File: src/rtl/proc_hier_wrap_pkg.sv
// Shared types and constants for the processor hierarchy shell and its core.
// Also holds the boot program ROM contents of the core.
package proc_hier_wrap_pkg;

    localparam int CNT_W_DEF  = 32;
    localparam int IMEM_DEPTH = 32;
    localparam int DMEM_DEPTH = 16;

    typedef logic [15:0] word_t;
    typedef logic [2:0]  reg_idx_t;

    typedef enum logic [3:0] {
        OP_NOP  = 4'h0,
        OP_ADDI = 4'h1,
        OP_LD   = 4'h2,
        OP_ST   = 4'h3,
        OP_HALT = 4'hF
    } opcode_e;

    // Contents of the MEM/WB pipeline register; also the core's observation bus.
    typedef struct packed {
        logic     reg_write;
        reg_idx_t rd;
        word_t    wdata;
        logic     mem_read;
        logic     mem_write;
        word_t    addr;
        word_t    sdata;
        logic     halt;
        logic     illegal;
    } mem_wb_t;

    // Boot program: addi r1,r0,5; st r1,[r0+2]; ld r2,[r0+2]; nop x14; halt r3,7
    function automatic word_t boot_rom(input logic [4:0] addr);
        case (addr)
            5'd0:    boot_rom = 16'h1205;
            5'd1:    boot_rom = 16'h3202;
            5'd2:    boot_rom = 16'h2402;
            5'd17:   boot_rom = 16'hF607;
            default: boot_rom = 16'h0000;
        endcase
    endfunction

endpackage

File: src/rtl/proc.sv
// Three-stage 16-bit core (fetch, decode/execute, MEM/WB) with ROM program,
// forwarding from MEM/WB, and valid-bit cache models producing hit/req strobes.
module proc
    import proc_hier_wrap_pkg::*;
(
    input  logic     clk_i,
    input  logic     rst_i,
    output logic     err_o,
    output word_t    pc_o,
    output word_t    inst_o,
    output logic     reg_write_o,
    output reg_idx_t write_reg_o,
    output word_t    write_data_o,
    output logic     mem_read_o,
    output logic     mem_write_o,
    output word_t    mem_addr_o,
    output word_t    mem_data_in_o,
    output word_t    mem_data_out_o,
    output logic     halt_o,
    output logic     icache_req_o,
    output logic     icache_hit_o,
    output logic     dcache_req_o,
    output logic     dcache_hit_o
);

    word_t   pc_q, pc_d;
    word_t   inst_q, inst_d;
    mem_wb_t mw_q, mw_d;
    logic    stop_q, stop_d;
    logic    err_q, err_d;
    logic [IMEM_DEPTH/2-1:0] ivalid_q, ivalid_d;
    logic [DMEM_DEPTH/2-1:0] dvalid_q, dvalid_d;

    word_t rf   [8];
    word_t dmem [DMEM_DEPTH];

    logic [3:0] opcode;
    reg_idx_t   rd, rs;
    word_t      imm, rs_val, rd_val, dmem_rdata, wb_data;
    logic       dec_halt, fetch_en, dcache_req;

    assign opcode     = inst_q[15:12];
    assign rd         = inst_q[11:9];
    assign rs         = inst_q[8:6];
    assign imm        = {{10{inst_q[5]}}, inst_q[5:0]};
    assign dec_halt   = (opcode == OP_HALT);
    assign fetch_en   = !stop_q && !dec_halt;
    assign dmem_rdata = dmem[mw_q.addr[3:0]];
    assign wb_data    = mw_q.mem_read ? dmem_rdata : mw_q.wdata;
    assign dcache_req = mw_q.mem_read | mw_q.mem_write;

    // Register read with bypass from the instruction currently in MEM/WB.
    function automatic word_t read_reg(input reg_idx_t idx);
        if (idx == 3'd0)
            read_reg = '0;
        else if (mw_q.reg_write && mw_q.rd == idx)
            read_reg = wb_data;
        else
            read_reg = rf[idx];
    endfunction

    assign rs_val = read_reg(rs);
    assign rd_val = read_reg(rd);

    // NOTE: every always_comb output gets a default first so no path can infer a latch.
    always_comb begin
        pc_d     = pc_q;
        inst_d   = 16'h0000;
        stop_d   = stop_q | dec_halt;
        mw_d     = '0;
        err_d    = err_q | mw_q.illegal;
        ivalid_d = ivalid_q;
        dvalid_d = dvalid_q;

        if (fetch_en) begin
            inst_d                = boot_rom(pc_q[4:0]);
            pc_d                  = pc_q + 16'd1;
            ivalid_d[pc_q[4:1]]   = 1'b1;
        end
        if (dcache_req)
            dvalid_d[mw_q.addr[3:1]] = 1'b1;

        case (opcode)
            OP_NOP: ;
            OP_ADDI: begin
                mw_d.reg_write = (rd != 3'd0);
                mw_d.rd        = rd;
                mw_d.wdata     = rs_val + imm;
            end
            OP_LD: begin
                mw_d.reg_write = (rd != 3'd0);
                mw_d.rd        = rd;
                mw_d.mem_read  = 1'b1;
                mw_d.addr      = rs_val + imm;
            end
            OP_ST: begin
                mw_d.mem_write = 1'b1;
                mw_d.addr      = rs_val + imm;
                mw_d.sdata     = rd_val;
            end
            OP_HALT: begin
                mw_d.halt      = 1'b1;
                mw_d.reg_write = (rd != 3'd0);
                mw_d.rd        = rd;
                mw_d.wdata     = imm;
            end
            default: mw_d.illegal = 1'b1;
        endcase
    end

    always_ff @(posedge clk_i or posedge rst_i) begin
        if (rst_i) begin
            pc_q     <= '0;
            inst_q   <= '0;
            mw_q     <= '0;
            stop_q   <= 1'b0;
            err_q    <= 1'b0;
            ivalid_q <= '0;
            dvalid_q <= '0;
        end else begin
            pc_q     <= pc_d;
            inst_q   <= inst_d;
            mw_q     <= mw_d;
            stop_q   <= stop_d;
            err_q    <= err_d;
            ivalid_q <= ivalid_d;
            dvalid_q <= dvalid_d;
        end
    end

    // NOTE: storage arrays are not reset; software writes before it reads.
    always_ff @(posedge clk_i) begin
        if (mw_q.reg_write)
            rf[mw_q.rd] <= wb_data;
        if (mw_q.mem_write)
            dmem[mw_q.addr[3:0]] <= mw_q.sdata;
    end

    assign err_o          = err_q;
    assign pc_o           = pc_q;
    assign inst_o         = inst_q;
    assign reg_write_o    = mw_q.reg_write;
    assign write_reg_o    = mw_q.rd;
    assign write_data_o   = wb_data;
    assign mem_read_o     = mw_q.mem_read;
    assign mem_write_o    = mw_q.mem_write;
    assign mem_addr_o     = mw_q.addr;
    assign mem_data_in_o  = mw_q.sdata;
    assign mem_data_out_o = mw_q.mem_read ? dmem_rdata : '0;
    assign halt_o         = mw_q.halt;
    assign icache_req_o   = fetch_en;
    assign icache_hit_o   = fetch_en & ivalid_q[pc_q[4:1]];
    assign dcache_req_o   = dcache_req;
    assign dcache_hit_o   = dcache_req & dvalid_q[mw_q.addr[3:1]];

endmodule

File: src/rtl/rst_sync.sv
// Two-flop reset synchronizer: asserts asynchronously, releases on the 2nd clean edge.
module rst_sync (
    input  logic clk_i,
    input  logic rst_ni,
    output logic core_rst_o
);

    logic [1:0] sync_q;

    // NOTE: sequential state always uses non-blocking assignments so every flop samples pre-edge values.
    always_ff @(posedge clk_i or negedge rst_ni) begin
        if (!rst_ni) begin
            sync_q <= 2'b00;
        end else begin
            sync_q <= {sync_q[0], 1'b1};
        end
    end

    assign core_rst_o = ~sync_q[1];

endmodule

File: src/rtl/proc_hier_wrap.sv
// Processor hierarchy shell: reset conditioning, core instance, gated trace bus
// and performance counters that freeze once a Halt has retired.
module proc_hier_wrap
    import proc_hier_wrap_pkg::*;
#(
    parameter int CNT_W = CNT_W_DEF
) (
    input  logic             clk,
    input  logic             rst_n,
    output logic             core_rst,
    output logic             halted,
    output logic             err,
    output word_t            pc,
    output word_t            inst,
    output logic             reg_write,
    output reg_idx_t         write_reg,
    output word_t            write_data,
    output logic             mem_read,
    output logic             mem_write,
    output word_t            mem_addr,
    output word_t            mem_data_in,
    output word_t            mem_data_out,
    output logic             halt,
    output logic             icache_req,
    output logic             icache_hit,
    output logic             dcache_req,
    output logic             dcache_hit,
    output logic [CNT_W-1:0] cycle_count,
    output logic [CNT_W-1:0] inst_count,
    output logic [CNT_W-1:0] icache_req_count,
    output logic [CNT_W-1:0] icache_hit_count,
    output logic [CNT_W-1:0] dcache_req_count,
    output logic [CNT_W-1:0] dcache_hit_count
);

    word_t    c_pc, c_inst, c_wdata, c_addr, c_din, c_dout;
    reg_idx_t c_wreg;
    logic     c_rw, c_mr, c_mw, c_halt, c_ireq, c_ihit, c_dreq, c_dhit;

    rst_sync u_rst_sync (
        .clk_i      (clk),
        .rst_ni     (rst_n),
        .core_rst_o (core_rst)
    );

    proc u_proc (
        .clk_i          (clk),
        .rst_i          (core_rst),
        .err_o          (err),
        .pc_o           (c_pc),
        .inst_o         (c_inst),
        .reg_write_o    (c_rw),
        .write_reg_o    (c_wreg),
        .write_data_o   (c_wdata),
        .mem_read_o     (c_mr),
        .mem_write_o    (c_mw),
        .mem_addr_o     (c_addr),
        .mem_data_in_o  (c_din),
        .mem_data_out_o (c_dout),
        .halt_o         (c_halt),
        .icache_req_o   (c_ireq),
        .icache_hit_o   (c_ihit),
        .dcache_req_o   (c_dreq),
        .dcache_hit_o   (c_dhit)
    );

    // Trace bus reads as all-zero while the core is held in reset.
    assign pc           = core_rst ? '0 : c_pc;
    assign inst         = core_rst ? '0 : c_inst;
    assign reg_write    = ~core_rst & c_rw;
    assign write_reg    = core_rst ? '0 : c_wreg;
    assign write_data   = core_rst ? '0 : c_wdata;
    assign mem_read     = ~core_rst & c_mr;
    assign mem_write    = ~core_rst & c_mw;
    assign mem_addr     = core_rst ? '0 : c_addr;
    assign mem_data_in  = core_rst ? '0 : c_din;
    assign mem_data_out = core_rst ? '0 : c_dout;
    assign halt         = ~core_rst & c_halt;
    assign icache_req   = ~core_rst & c_ireq;
    assign icache_hit   = ~core_rst & c_ihit;
    assign dcache_req   = ~core_rst & c_dreq;
    assign dcache_hit   = ~core_rst & c_dhit;

    logic [CNT_W-1:0] cyc_q, cyc_d, ins_q, ins_d, ireq_q, ireq_d;
    logic [CNT_W-1:0] ihit_q, ihit_d, dreq_q, dreq_d, dhit_q, dhit_d;
    logic             halted_q, halted_d;

    always_comb begin
        cyc_d    = cyc_q;
        ins_d    = ins_q;
        ireq_d   = ireq_q;
        ihit_d   = ihit_q;
        dreq_d   = dreq_q;
        dhit_d   = dhit_q;
        halted_d = halted_q;
        if (!halted_q) begin
            cyc_d = cyc_q + CNT_W'(1);
            // Coincident retire events still count as one instruction.
            if (c_halt | c_rw | c_mw) ins_d  = ins_q + CNT_W'(1);
            if (c_ireq)               ireq_d = ireq_q + CNT_W'(1);
            if (c_ihit)               ihit_d = ihit_q + CNT_W'(1);
            if (c_dreq)               dreq_d = dreq_q + CNT_W'(1);
            if (c_dhit)               dhit_d = dhit_q + CNT_W'(1);
            halted_d = c_halt;
        end
    end

    // rst_n clears at once; the synchronized core_rst keeps them cleared until release.
    always_ff @(posedge clk or negedge rst_n) begin
        if (!rst_n) begin
            cyc_q    <= '0;
            ins_q    <= '0;
            ireq_q   <= '0;
            ihit_q   <= '0;
            dreq_q   <= '0;
            dhit_q   <= '0;
            halted_q <= 1'b0;
        end else if (core_rst) begin
            cyc_q    <= '0;
            ins_q    <= '0;
            ireq_q   <= '0;
            ihit_q   <= '0;
            dreq_q   <= '0;
            dhit_q   <= '0;
            halted_q <= 1'b0;
        end else begin
            cyc_q    <= cyc_d;
            ins_q    <= ins_d;
            ireq_q   <= ireq_d;
            ihit_q   <= ihit_d;
            dreq_q   <= dreq_d;
            dhit_q   <= dhit_d;
            halted_q <= halted_d;
        end
    end

    assign cycle_count      = cyc_q;
    assign inst_count       = ins_q;
    assign icache_req_count = ireq_q;
    assign icache_hit_count = ihit_q;
    assign dcache_req_count = dreq_q;
    assign dcache_hit_count = dhit_q;
    assign halted           = halted_q;

endmodule

File: config.mk
export PLATFORM = sky130hd
export DESIGN_NAME = proc_hier_wrap
export DESIGN_NICKNAME = d
export VERILOG_FILES = /design/src/rtl/proc_hier_wrap_pkg.sv /design/src/rtl/proc.sv /design/src/rtl/rst_sync.sv /design/src/rtl/proc_hier_wrap.sv
export SDC_FILE = /design/constraint.sdc
export NUM_CORES = 1
export LEC_CHECK = 0
export CAP_MARGIN = 15
export CORE_UTILIZATION = 35
export DETAILED_ROUTE_END_ITERATION = 12
export GPL_ROUTABILITY_DRIVEN = 0
export GPL_TIMING_DRIVEN = 0
export SLEW_MARGIN = 10
export SYNTH_ARGS = -nofsm -noshare
export SYNTH_HDL_FRONTEND = slang
export SYNTH_SLANG_ARGS = --single-unit
File: constraint.sdc
create_clock -name clk -period 9.2 [get_ports clk]
set_input_delay 1.84 -clock clk [delete_from_list [all_inputs] [get_ports clk]]
set_output_delay 1.84 -clock clk [all_outputs]
set_load 0.05 [all_outputs]
# Word level (Yosys, flattened, before mapping)
# Memory sizes are Yosys's and may differ from the RTL's.
# Cells that the tools add are included.
# op_classes
n_addsub	8
mul	0
n_div	0
order_cmp	4
n_eq_ne	15
shifts	0
n_mux	54
bitwise_logic	18
n_reduce_logical	20
# ops
operator	count
32-bit two-way mux	17
16-bit two-way mux	15
32-bit by 1-bit adder with 32-bit output, second input constant	6
16-bit one-hot mux with 4 select lines	1
16-bit one-hot mux with 2 select lines	1
16-bit by 1-bit adder with 16-bit output, second input constant	1
16-bit adder	1
16-bit OR	1
1-bit two-way mux	14
2-bit inequality test, second input constant	6
1-bit AND	10
2-bit AND reduction	5
4-bit by 2-bit == test with 1-bit output, second input constant	2
8-bit OR	1
3-bit == test	2
3-bit zero test	2
5-bit by 1-bit == test with 1-bit output, second input constant	1
5-bit by 2-bit == test with 1-bit output, second input constant	1
5-bit == test, second input constant	1
1-bit logical AND	5
5-bit zero test	1
4-bit by 5-bit < comparator with 1-bit output, second input constant	1
1-bit OR	5
5-bit OR reduction	1
other kinds (17)	18
# totals
ff_bits	309
latchBits	0
ramBits	384
romBits	0
in_bits	2
out_inout_bits	302
elab_cells	144
mem_count	2
# mem_list
memory	depth	word_bits	rd	rd_ports_with_merged_regs	write_ports	line	rtl
u_proc.dmem	16	16	1	0	1	proc.sv:35	word_t dmem [DMEM_DEPTH];
u_proc.rf	8	16	2	0	1	proc.sv:34	word_t rf [8];

# Longest topological paths before layout
# logic_depth
word_depth	7
depth_mapped	8
ltp_nobuf	6

# By module
# Synthesis repeated with hierarchy kept, for this count alone.
# hier_totals
cells_unflattened	1711
hier_area_um2	18844.3
# modules_own_cells
module	instances	cells_each	area_each_um2	seq_area_each_um2
proc_hier_wrap	1	1170	10704.0	4829.6
proc	1	537	8082.8	5475.3
rst_sync	1	4	57.6	50.0

# Least setup slack after synthesis
# Ideal clock, no wire load.
# synth_timing
path_kind	register to output
from	register u_rst_sync.sync_q[1]
to	output port icache_hit
t_arrival_ps	4615
required_ps	7360
setup_slack_ps	2745
path_stages_with_launch	4
path_buffers	0
cell_sequence	dfrtp_1 > clkinv_1 > nor2_1 > a21boi_0
# synth_between
elab_chain_len	1
# synth_rtl
item	line	rtl
from (decl)	rst_sync.sv:8	logic [1:0] sync_q;
from (signal assigned)	rst_sync.sv:15	sync_q <= {sync_q[0], 1'b1};
1-bit AND	proc_hier_wrap.sv:80	assign icache_hit = ~core_rst & c_ihit;
to (decl)	proc_hier_wrap.sv:25	output logic icache_hit,
# No other way between the ends.

# Worst setup path in the final report
# layout_timing
from	register u_rst_sync.sync_q[1]
to	output port halt
# layout_between
elab_chain_len	1
# layout_rtl
item	line	rtl
1-bit AND	proc_hier_wrap.sv:78	assign halt = ~core_rst & c_halt;
to (decl)	proc_hier_wrap.sv:23	output logic halt,
# No other way between the ends.

==> results.ini <==
[clock_tree]
cts_setup_buffers = 0
clk_latency_ns = 0.57
clkTransAtPathRegs_ns = 0.06
cts_max_path_buffers = 3
cts_num_sinks = 361
cts_hold_buf = 0
ctsResizeCount = 0
cts-buffers-inserted = 42
cts_tree = done
htreeDepth = 2
cts-root-buf = clkbuf_16

[routing]
wire_per_inst_um = 18.6
viasPerCell = 5.11
drtPass1Iterations = 5
routed-via-count = 13689
first_iter_violations = 1205
ant_nets = 0
drt_wl_total_um = 49800
drc = 0

[grt]
grt_overflow = 0
grt_pass1_wl_um = 77100
grt_max_degree = 90
grt_pass1_vias = 13168
track_usage_pct = 19.6
antenna_found_initial = 0

[yosys]
ys.warnings.count = 0
yosysMostFrequentCell = dfrtp_1
synth_edf_count = 96
synth_area_mm2 = 0.0173
yosysSeqAreaShare_pct = 54.9
ys_types = 58
syn_avg_cell_area_um2 = 10.7
yosys.area.top_type = dfrtp_1
ys_top_cells_by_count = dfrtp_1, nor2_1, nand2_1
ys.flop_type = dfrtp_1
synth_cells = 1627
synthTopCellsByArea = dfrtp_1, edfxtp_1, mux2i_1, nor2_1, xor2_1
synth-async-reset-ratio_pct = 73.4
ys_seq_elements = 361
yosysTopAreaCellShare_pct = 38.2

[die]
rows = 81
die_area_mm2 = 0.0504
coreArea_mm2 = 0.0490
io_pins = 304
start_util_pct = 35.4
die_w_um = 225
die_h_um = 225

[sta]
max_slew_margin_pct = 30.9
final_max_slew_viol_count = 0
setup_viol = 0
rsz0062_at_grt = no
fin_crit_sh_pct = 65.4
skew_ns = 0.0214
hold_viol_final = 0
tns_ns = 0
fmax_ghz = 0.166
fin_crit_ns = 6.02
worst_pin_slew_ns = 1.04

[critical_path]
worstPathRequired_ns = 7.36
ff2ff_setup_slack_ns = 6.11
path_max_fanout = 15
ff2ff_path_depth = 7
crit_arrival_ns = 4.18
path_class = flip-flop to output port
crit_path_end_kind = output port
rr_endpoint = inst_count[26]$_DFFE_PN0P_
r2r-start = u_proc.mem_write_o$_DFF_PN0_
cp-start-kind = flip-flop

[run_status]
outcome = finished clean

[final_layout]
fill_cells = 4537
syn2layout_area_growth_pct = 30.3
drive_gt1_share_pct = 7.75
final_area_mm2 = 0.0226
num-nets-final = 1992

[power]
worst_ir_drop_vdd_mv = 0.141
leakage_nw = 8.65
power_density_mw_per_mm2 = 151

[worst_hold_path]
min_path_type = flip-flop to async pin

[run]
cap_violations = 0

[placement]
dp_hpwl_um = 35600
place_area_mm2 = 0.0212
portBuffers = 282

[report_power, final]
part	internal, W	switching [W]
logic	0.0000253	0.0000948
clock network	0.000985	0.000668
registers	0.00164	0.00000530
total	0.00265	0.000768
[worst max-delay path, stage by stage, from the launching register on]
cell and delay (ns):
dfrtp_4 0.56, clkbuf_1 0.51, clkbuf_1 0.82, clkbuf_1 0.55, and2_1 0.30, clkdlybuf4s50_1 0.84
[flip-flops by register name (all words and copies together) (netlist names), 2 cells and up]
| register | cells |
|---|---|
| u_proc.dmem | 64 |
| cycle_count | 32 |
| dcache_hit_count | 32 |
| dcache_req_count | 32 |
| icache_hit_count | 32 |
| icache_req_count | 32 |
| inst_count | 32 |
| u_proc.rf | 32 |
| u_proc.ivalid_q | 16 |
| u_proc.mem_data_in_o | 16 |
| u_proc.pc_o | 16 |
| u_proc.inst_o | 5 |
| u_proc.dvalid_q | 4 |
| u_proc.mw_q | 3 |
| u_proc.mem_addr_o | 2 |
| u_proc.write_reg_o | 2 |
| u_rst_sync.sync_q | 2 |
[area by class of cell]
| cell class | count | area (um^2) | share of cell area [%] |
|---|---|---|---|
| flip-flops and latches | 361 | 9520 | 42.1 |
| multi-input cells | 1123 | 7150 | 31.6 |
| clock inverters | 10 | 125 | 0.554 |
| clock buffers | 66 | 1240 | 5.50 |
| well taps | 664 | 831 | 3.68 |
| inverters | 41 | 154 | 0.681 |
| repair buffers | 289 | 2960 | 13.1 |
| plain buffers | 122 | 619 | 2.74 |
| diodes | 1 | 2.50 | 0.0111 |
[how the worst max path moves through the flow]
stage / start / to / depth (start not counted)
after floorplan: u_rst_sync.sync_q[1]$_DFF_PN0_ / icache_hit / 3
after global placement: rst_n / icache_hit_count[16]$_DFFE_PN0P_ / 1
after detailed placement: u_rst_sync.sync_q[1]$_DFF_PN0_ / halt / 5
after CTS: u_rst_sync.sync_q[1]$_DFF_PN0_ / halt / 5
after global routing: u_rst_sync.sync_q[1]$_DFF_PN0_ / halt / 5
final: u_rst_sync.sync_q[1]$_DFF_PN0_ / halt / 5
[cells by family after synthesis]
| family | after synthesis | share of synthesized area, % |
|---|---|---|
| multiplexers | 74 | 5.51 |
| AO/OA/AOI/OAI | 201 | 7.20 |
| AND/OR/NAND/NOR | 695 | 21.1 |
| other | 2 | 0.0433 |
| XOR/XNOR | 121 | 6.11 |
| buffers and inverters | 163 | 4.46 |
| flip-flops | 361 | 54.9 |
| adder cells (fa/ha/maj) | 10 | 0.722 |
[stage by stage]
step / cells / hold slack (ns) / total power, W / worst slack (ns) / utilization (%)
finish: 2677 / 0.187 / 0.00342 / 3.18 / 46.2
global route: 2676 / 0.206 / 0.00354 / 2.94 / 46.2
CTS: 2676 / 0.197 / 0.00347 / 2.98 / 46.2
detailed placement: 2600 / 0.192 / 0.00180 / 3.65 / 43.4
global placement: 2593 / 0.332 / 0.00180 / -2.49 / 43.0
floorplan: 1647 / 0.331 / 0.00175 / 2.75 / -
[cell usage in the layout (no fill, tap or decap), types with 8 or more instances in the layout]
cell and count:
edfxtp_1 96, nor2_1 145, buf_2 12, a21oi_1 77, or3_1 32, conb_1 22
a211oi_1 20, nand2b_1 27, xnor2_1 59, and3_1 54, clkbuf_1 82, mux4_2 17
and4_1 22, mux2i_1 56, o31ai_1 8, dfrtp_1 264, nand2_1 135, buf_4 40
clkbuf_16 43, ha_1 10, o21bai_1 9, clkbuf_8 8, a21o_1 11, clkdlybuf4s50_1 281
nand4_1 61, and2_1 70, inv_1 39, nor2b_1 10, xor2_1 62, nor4_1 15
o21ai_0 49, nor3_1 23, nand4b_1 14, nand3_1 64
[per-layer routing]
| layer | share of wire, % | global-route usage (%) | wire (um) |
|---|---|---|---|
| met5 | 0 | 0 | 0 |
| met2 | 46 | 30.5 | 22700 |
| met3 | 6.1 | 4.19 | 3020 |
| met1 | 46 | 27.1 | 22700 |
| met4 | 2.8 | 7.07 | 1380 |
Note: power is estimated with default switching activity, not from simulation.
